==> config.mk <==
export PLATFORM = sky130hd
export DESIGN_NAME = bcd_count_ctrl
export DESIGN_NICKNAME = d
export VERILOG_FILES = /design/src/rtl/bcd_pkg.sv /design/src/rtl/bcd_digit_cell.sv /design/src/rtl/bcd_count_ctrl.sv
export SDC_FILE = /design/constraint.sdc
export NUM_CORES = 1
export LEC_CHECK = 0
export CAP_MARGIN = 40
export CORE_UTILIZATION = 54
export CTS_CLUSTER_SIZE = 24
export DETAILED_ROUTE_END_ITERATION = 6
export GPL_TIMING_DRIVEN = 0
export PLACE_DENSITY = 0.86
export RECOVER_POWER = 25
export SLEW_MARGIN = 10
export SYNTH_ARGS = -nofsm -noshare
export SYNTH_HDL_FRONTEND = slang
export SYNTH_HIERARCHICAL = 1
export SYNTH_SLANG_ARGS = --single-unit
==> constraint.sdc <==
create_clock -name clock -period 5.93 [get_ports clock]
set_input_delay 1.186 -clock clock [delete_from_list [all_inputs] [get_ports clock]]
set_output_delay 1.186 -clock clock [all_outputs]
set_load 0.1 [all_outputs]
==> src/rtl/bcd_pkg.sv <==
// Shared types and helpers for the BCD counter controller.
//   bcd_digit_t       one packed BCD digit
//   BCD_MAX           largest legal digit value
//   bcd_ctrl_state_t  controller FSM states
//   bcd_clamp()       saturate an out-of-range nibble to 9
package bcd_pkg;

  typedef logic [3:0] bcd_digit_t;

  localparam bcd_digit_t BCD_MAX = 4'd9;

  typedef enum logic [1:0] {IDLE, RUN, PAUSE, DONE} bcd_ctrl_state_t;

  function automatic bcd_digit_t bcd_clamp(input bcd_digit_t d);
    return (d > BCD_MAX) ? BCD_MAX : d;
  endfunction

endpackage

==> src/rtl/bcd_digit_cell.sv <==
// One decade of the cascaded BCD counter.
//   clock, reset  system clock, async active-low reset
//   ena           count-tick enable (digit advances when also carry_in)
//   load, clr     preset from load_digit / force to zero (clr wins)
//   carry_in      all lower digits are 9 (tie high for digit 0)
//   digit         registered digit value
//   digit_next    value this digit takes on the next increment
//   carry_out     this digit rolls over on the next increment
module bcd_digit_cell
  import bcd_pkg::*;
(
  input  logic       clock,
  input  logic       reset,
  input  logic       ena,
  input  logic       load,
  input  logic       clr,
  input  bcd_digit_t load_digit,
  input  logic       carry_in,
  output bcd_digit_t digit,
  output bcd_digit_t digit_next,
  output logic       carry_out
);

  assign carry_out  = carry_in && (digit == BCD_MAX);
  // Exposed so the top can compare the post-increment value against target
  // before the edge at which it is committed.
  assign digit_next = carry_in ? ((digit == BCD_MAX) ? 4'd0 : digit + 4'd1) : digit;

  always_ff @(posedge clock or negedge reset) begin
    if (!reset)    digit <= '0;
    else if (clr)  digit <= '0;
    else if (load) digit <= load_digit;
    else if (ena)  digit <= digit_next;
  end

endmodule

==> src/rtl/bcd_count_ctrl.sv <==
// Sequencing controller for a cascaded multi-digit BCD up-counter.
//   clock, reset      system clock, async active-low reset
//   start/stop        run / pause control (stop masks start while running)
//   clear/load        zero or preset the count and return to IDLE
//   load_value        packed BCD preset, nibbles >9 clamp to 9
//   target_en/target  stop in DONE when an increment lands on target
//   count_bcd         current count, digit i at [4i+3:4i]
//   running           high while in RUN
//   done, wrap        one-cycle pulses: target reached / all-9s rollover
module bcd_count_ctrl
  import bcd_pkg::*;
#(
  parameter int NUM_DIGITS = 4,
  parameter int TICK_DIV   = 100
) (
  input  logic                    clock,
  input  logic                    reset,
  input  logic                    start,
  input  logic                    stop,
  input  logic                    clear,
  input  logic                    load,
  input  logic [4*NUM_DIGITS-1:0] load_value,
  input  logic                    target_en,
  input  logic [4*NUM_DIGITS-1:0] target,
  output logic [4*NUM_DIGITS-1:0] count_bcd,
  output logic                    running,
  output logic                    done,
  output logic                    wrap
);

  localparam int PW = $clog2(TICK_DIV);

  bcd_ctrl_state_t state;
  logic [PW-1:0]   presc;

  logic                             tick;
  logic                             cnt_clr;
  logic                             cnt_ld;
  logic                             cnt_inc;
  logic                             match;
  logic [NUM_DIGITS:0]              carry;
  logic [NUM_DIGITS-1:0][3:0]       digits;
  logic [NUM_DIGITS-1:0][3:0]       digits_next;

  assign tick = (state == RUN) && (presc == PW'(TICK_DIV - 1));

  // Command decode for the digit array. A restart out of DONE zeroes the
  // count; clear/load on the same cycle as a tick discard the increment.
  assign cnt_clr = clear || (!load && state == DONE && start);
  assign cnt_ld  = !clear && load;
  assign cnt_inc = tick && !clear && !load;

  // Digit 0 always sees a carry so digits_next is the incremented value.
  assign carry[0] = 1'b1;

  for (genvar g = 0; g < NUM_DIGITS; g++) begin : g_digit
    bcd_digit_cell u_cell (
      .clock      (clock),
      .reset      (reset),
      .ena        (cnt_inc),
      .load       (cnt_ld),
      .clr        (cnt_clr),
      .load_digit (bcd_clamp(load_value[4*g +: 4])),
      .carry_in   (carry[g]),
      .digit      (digits[g]),
      .digit_next (digits_next[g]),
      .carry_out  (carry[g+1])
    );
  end

  assign count_bcd = digits;
  assign match     = target_en && (digits_next == target);

  always_ff @(posedge clock or negedge reset) begin
    if (!reset) begin
      state   <= IDLE;
      presc   <= '0;
      running <= 1'b0;
      done    <= 1'b0;
      wrap    <= 1'b0;
    end else begin
      done <= 1'b0;
      wrap <= 1'b0;
      if (clear || load) begin
        state   <= IDLE;
        presc   <= '0;
        running <= 1'b0;
      end else begin
        case (state)
          RUN: begin
            presc <= tick ? '0 : presc + PW'(1);
            // carry out of the top digit means every digit was 9
            if (tick && carry[NUM_DIGITS]) wrap <= 1'b1;
            if (tick && match) begin
              state   <= DONE;
              done    <= 1'b1;
              running <= 1'b0;
            end else if (stop) begin
              state   <= PAUSE;
              running <= 1'b0;
            end
          end
          IDLE: if (start) begin
            state   <= RUN;
            presc   <= '0;
            running <= 1'b1;
          end
          PAUSE: if (start) begin
            // prescaler phase is kept across a pause
            state   <= RUN;
            running <= 1'b1;
          end
          DONE: if (start) begin
            state   <= RUN;
            presc   <= '0;
            running <= 1'b1;
          end
          default: begin
            state   <= IDLE;
            presc   <= '0;
            running <= 1'b0;
          end
        endcase
      end
    end
  end

endmodule
==> flow_metrics.py <==
metrics = {
    "power_and_ir_drop": {
        "peakVddDrop_v": 0.00009449,
        "powerDensity_nw_per_um2": 160.3,
        "static-leakage-power_nw": 1.425,
        "power_mw": 0.5531,
    },
    "clock_network": {
        "post_cts_buffers": 0,
        "clockRootBuffer": "clkbuf_8",
        "cts_buffers": 3,
        "h-tree-depth": 1,
        "clk_pin_slew_ns": 0.10,
        "ctsResizeCount": 0,
        "clockBufferDepth": 2,
        "cts_tree": "built",
        "cts.sinks": 28,
        "clkLatencyLatePin_ns": 0.29,
        "postCtsHoldBufs": 0,
    },
    "placed_design": {
        "place_congestion": 0.9060,
        "pre_cts_ws_ns": 1.144,
        "io_buffers": 57,
        "hpwlAfterDp_um": 4925,
    },
    "sta": {
        "setup_slack_ns": 0.9844,
        "min_period_over_period": 0.8340,
        "rsz0062_at_grt": "false",
        "slew_headroom": -0.03103,
        "max_slew.worst_pin.slew_ns": 1.547,
        "setup_viol": 0,
        "setup_tns_ns": 0,
        "hold_viol_final": 0,
        "max_freq_mhz": 202.2,
        "fin_crit_ns": 4.946,
        "clock_skew_ns": 0.002216,
        "slew_viol_final": 29,
    },
    "yosys": {
        "syn-instance-count": 305,
        "synth_area_per_cell_sq_um": 7.963,
        "ys.flop_type": "dfrtp_1",
        "ys_async_sr_fraction": 1.000,
        "yosys_warnings": 6,
        "syn-cell-area_sq_um": 2429,
        "synth-xor-area-share": 0.1226,
        "yosys.area_share.simple": 0.2849,
        "yosys.area_share.adder": 0.02576,
        "ys_types": 42,
        "synth-edff-count": 0,
        "synth_mux_area_frac": 0,
        "yosysSeqAreaShare": 0.2885,
        "synth-compound-area-share": 0.2045,
        "synth_top_family_by_area": "simple AND/OR/NAND/NOR gates",
        "yosys_register_bits": 28,
    },
    "grt": {
        "antenna_found_initial": 0,
        "grt_pass1_vias": 2600,
        "grt_pass1_wl_um": 11180,
        "grt_max_degree": 29,
        "grt_overflow": 0,
        "grt_usage": 0.2852,
    },
    "floorplanning": {
        "die_w_um": 69.06,
        "die_h_um": 69.06,
        "core-area_sq_um": 4324,
        "io_pins": 58,
        "rows": 24,
        "initial_utilization": 0.5616,
        "die_area_sq_um": 4769,
    },
    "finish": {
        "drive_above_1_share": 0.1193,
        "antenna_cells": 0,
        "syn_to_final_growth_pct": 42.04,
        "final_nets": 439,
        "nFillCells": 287,
    },
    "drt": {
        "vias_per_cell": 5.711,
        "num_vias": 2547,
        "wl_um": 6444,
        "ant_nets": 0,
        "drcViolationCount": 0,
        "initialDrtViolationCount": 124,
        "dr.pass1.iters": 4,
        "wl_per_cell_um": 14.45,
    },
    "setup_path": {
        "arrival_ns": 5.15,
        "critical_path_required_ns": 6.13,
        "critPathMaxFanout": 8,
        "path_class": "register to register",
        "crit_path_end_kind": "register",
        "cp-start-kind": "register",
    },
    "run_status": {
        "violations": "max-capacitance violations, max-slew violations",
        "run_status": "finished, violations left",
    },
    "hold_path": {
        "hold_path_class": "register to register",
    },
    "run": {
        "maxCapViolations": 1,
    },
}
stage by stage:
step                      area [sq um]  utilization  hold WS, ns  instances
after CTS                         3451       0.7980       0.5454        446
after floorplan                   2451            -       0.4856        311
after global placement            3087       0.7138       0.5139        420
after global routing              3450       0.7977       0.5821        446
final                             3450       0.7977       0.5382        446
after detailed placement          3396       0.7853       0.5214        442
kinds of logic (layout without fill, tap and decap cells):
| group | count (synthesis) | count (layout) |
|---|---|---|
| adder cells (fa/ha/maj) | 5 | 5 |
| flip-flops | 28 | 28 |
| buffers and inverters | 38 | 121 |
| other | 1 | 7 |
| AO/OA/AOI/OAI | 73 | 73 |
| XOR/XNOR | 34 | 34 |
| AND/OR/NAND/NOR | 126 | 126 |
per-layer routing:
metal / vias to the layer above / GRT usage / share of wire
met5: - / 0 / 0
met3: 15 / 0.03509 / 0.039
met2: 72 / 0.5361 / 0.53
met1: 1225 / 0.3318 / 0.42
met4: 0 / 0.09070 / 0.017
li1: 1235 / - / -
layout make-up:
cell class              count  area [sq um]  share of cell area
repair buffers             79         872.1              0.2528
multi-input cells         245          1582              0.4585
well taps                  52         65.06             0.01886
inverters                  27         101.3             0.02938
flip-flops and latches     28         700.7              0.2031
plain buffers              11         73.82             0.02140
clock buffers               4         55.05             0.01596
report_power, final:
part	switching, mW	internal [mW]	leakage, nW
clock	0.0637	0.0597	0.0288
sequential	0.0136	0.199	0.379
combinational	0.123	0.0940	1.02
cells in the mapped netlist (2+ instances only):
cell,number,area share
nor3_2,2,0.0082
o31a_1,4,0.014
nor3_1,8,0.016
nand4_1,11,0.028
nand2b_1,17,0.044
a311oi_2,4,0.025
clkbuf_2,2,0.0041
ha_1,5,0.026
xnor2_1,24,0.087
nor2_1,21,0.032
clkbuf_1,5,0.0077
xor2_1,10,0.036
o22ai_1,4,0.010
o21ai_1,4,0.0082
and3_1,3,0.0077
nor2b_1,8,0.021
nand3_1,14,0.029
o31ai_1,3,0.0093
a21oi_1,12,0.025
buf_6,4,0.019
a31oi_1,4,0.010
a211oi_1,9,0.028
o21ai_0,17,0.035
a21o_1,8,0.025
nand2_1,24,0.037
dfrtp_1,28,0.29
and2_1,2,0.0052
and2_4,4,0.014
nand3b_1,5,0.015
inv_1,27,0.042
state kept, by name, summed over array words and instances (netlist names):
signal,count
g_digit.u_cell/digit,16
presc,7
state,2
done,1
running,1
wrap,1
worst max-delay path: stages (launching register included):
cell      delay, ns
dfrtp_1        0.46
nand2b_1       0.22
nor3_1         0.58
nand2_1        0.20
nor3_1         0.75
nand2_1        0.22
nor3_1         0.67
nand2_1        0.21
o21ai_0        0.31
xnor2_1        0.16
nand4_1        0.12
nor3_1         0.48
nand4_1        0.24
a211oi_1       0.24
layout by cell type, fill, tap and decap left out, types with 2 or more instances in the layout:
| master | n |
|---|---|
| o21ai_0 | 17 |
| clkdlybuf4s50_1 | 56 |
| o31a_1 | 4 |
| and3_1 | 3 |
| clkbuf_2 | 2 |
| buf_8 | 19 |
| dfrtp_1 | 28 |
| a31oi_1 | 4 |
| nor3_2 | 2 |
| nand4_1 | 11 |
| conb_1 | 7 |
| buf_4 | 3 |
| nand3_1 | 14 |
| xor2_1 | 10 |
| and2_1 | 2 |
| a21oi_1 | 12 |
| o22ai_1 | 4 |
| and2_4 | 4 |
| buf_6 | 4 |
| nor3_1 | 8 |
| ha_1 | 5 |
| nand2b_1 | 17 |
| nor2_1 | 21 |
| xnor2_1 | 24 |
| a21o_1 | 8 |
| nand3b_1 | 5 |
| a211oi_1 | 9 |
| o31ai_1 | 3 |
| inv_1 | 27 |
| clkbuf_8 | 4 |
| nor2b_1 | 8 |
| a311oi_2 | 4 |
| o21ai_1 | 4 |
| nand2_1 | 24 |
| clkbuf_1 | 6 |
path summary, 6_finish.rpt:
| check | from | endpoint | slack (ns) | cells after the start |
|---|---|---|---|---|
| hold reg to reg | presc[0]$_DFFE_PN0P_ | presc[0]$_DFFE_PN0P_ | 0.54 | 1 |
| hold / removal | presc[0]$_DFFE_PN0P_ | presc[0]$_DFFE_PN0P_ | 0.54 | 1 |
| setup / recovery | g_digit[0].u_cell/digit[1]$_DFFE_PN0P_ | state[0]$_DFFE_PN0P_ | 0.98 | 13 |
| setup reg to reg | g_digit[0].u_cell/digit[1]$_DFFE_PN0P_ | state[0]$_DFFE_PN0P_ | 0.98 | 13 |
| min in group asynchronous | reset | presc[2]$_DFFE_PN0P_ | 1.26 | 1 |
| max in group asynchronous | reset | g_digit[0].u_cell/digit[2]$_DFFE_PN0P_ | 3.77 | 1 |
No activity file was read; power rests on OpenSTA's default activity.
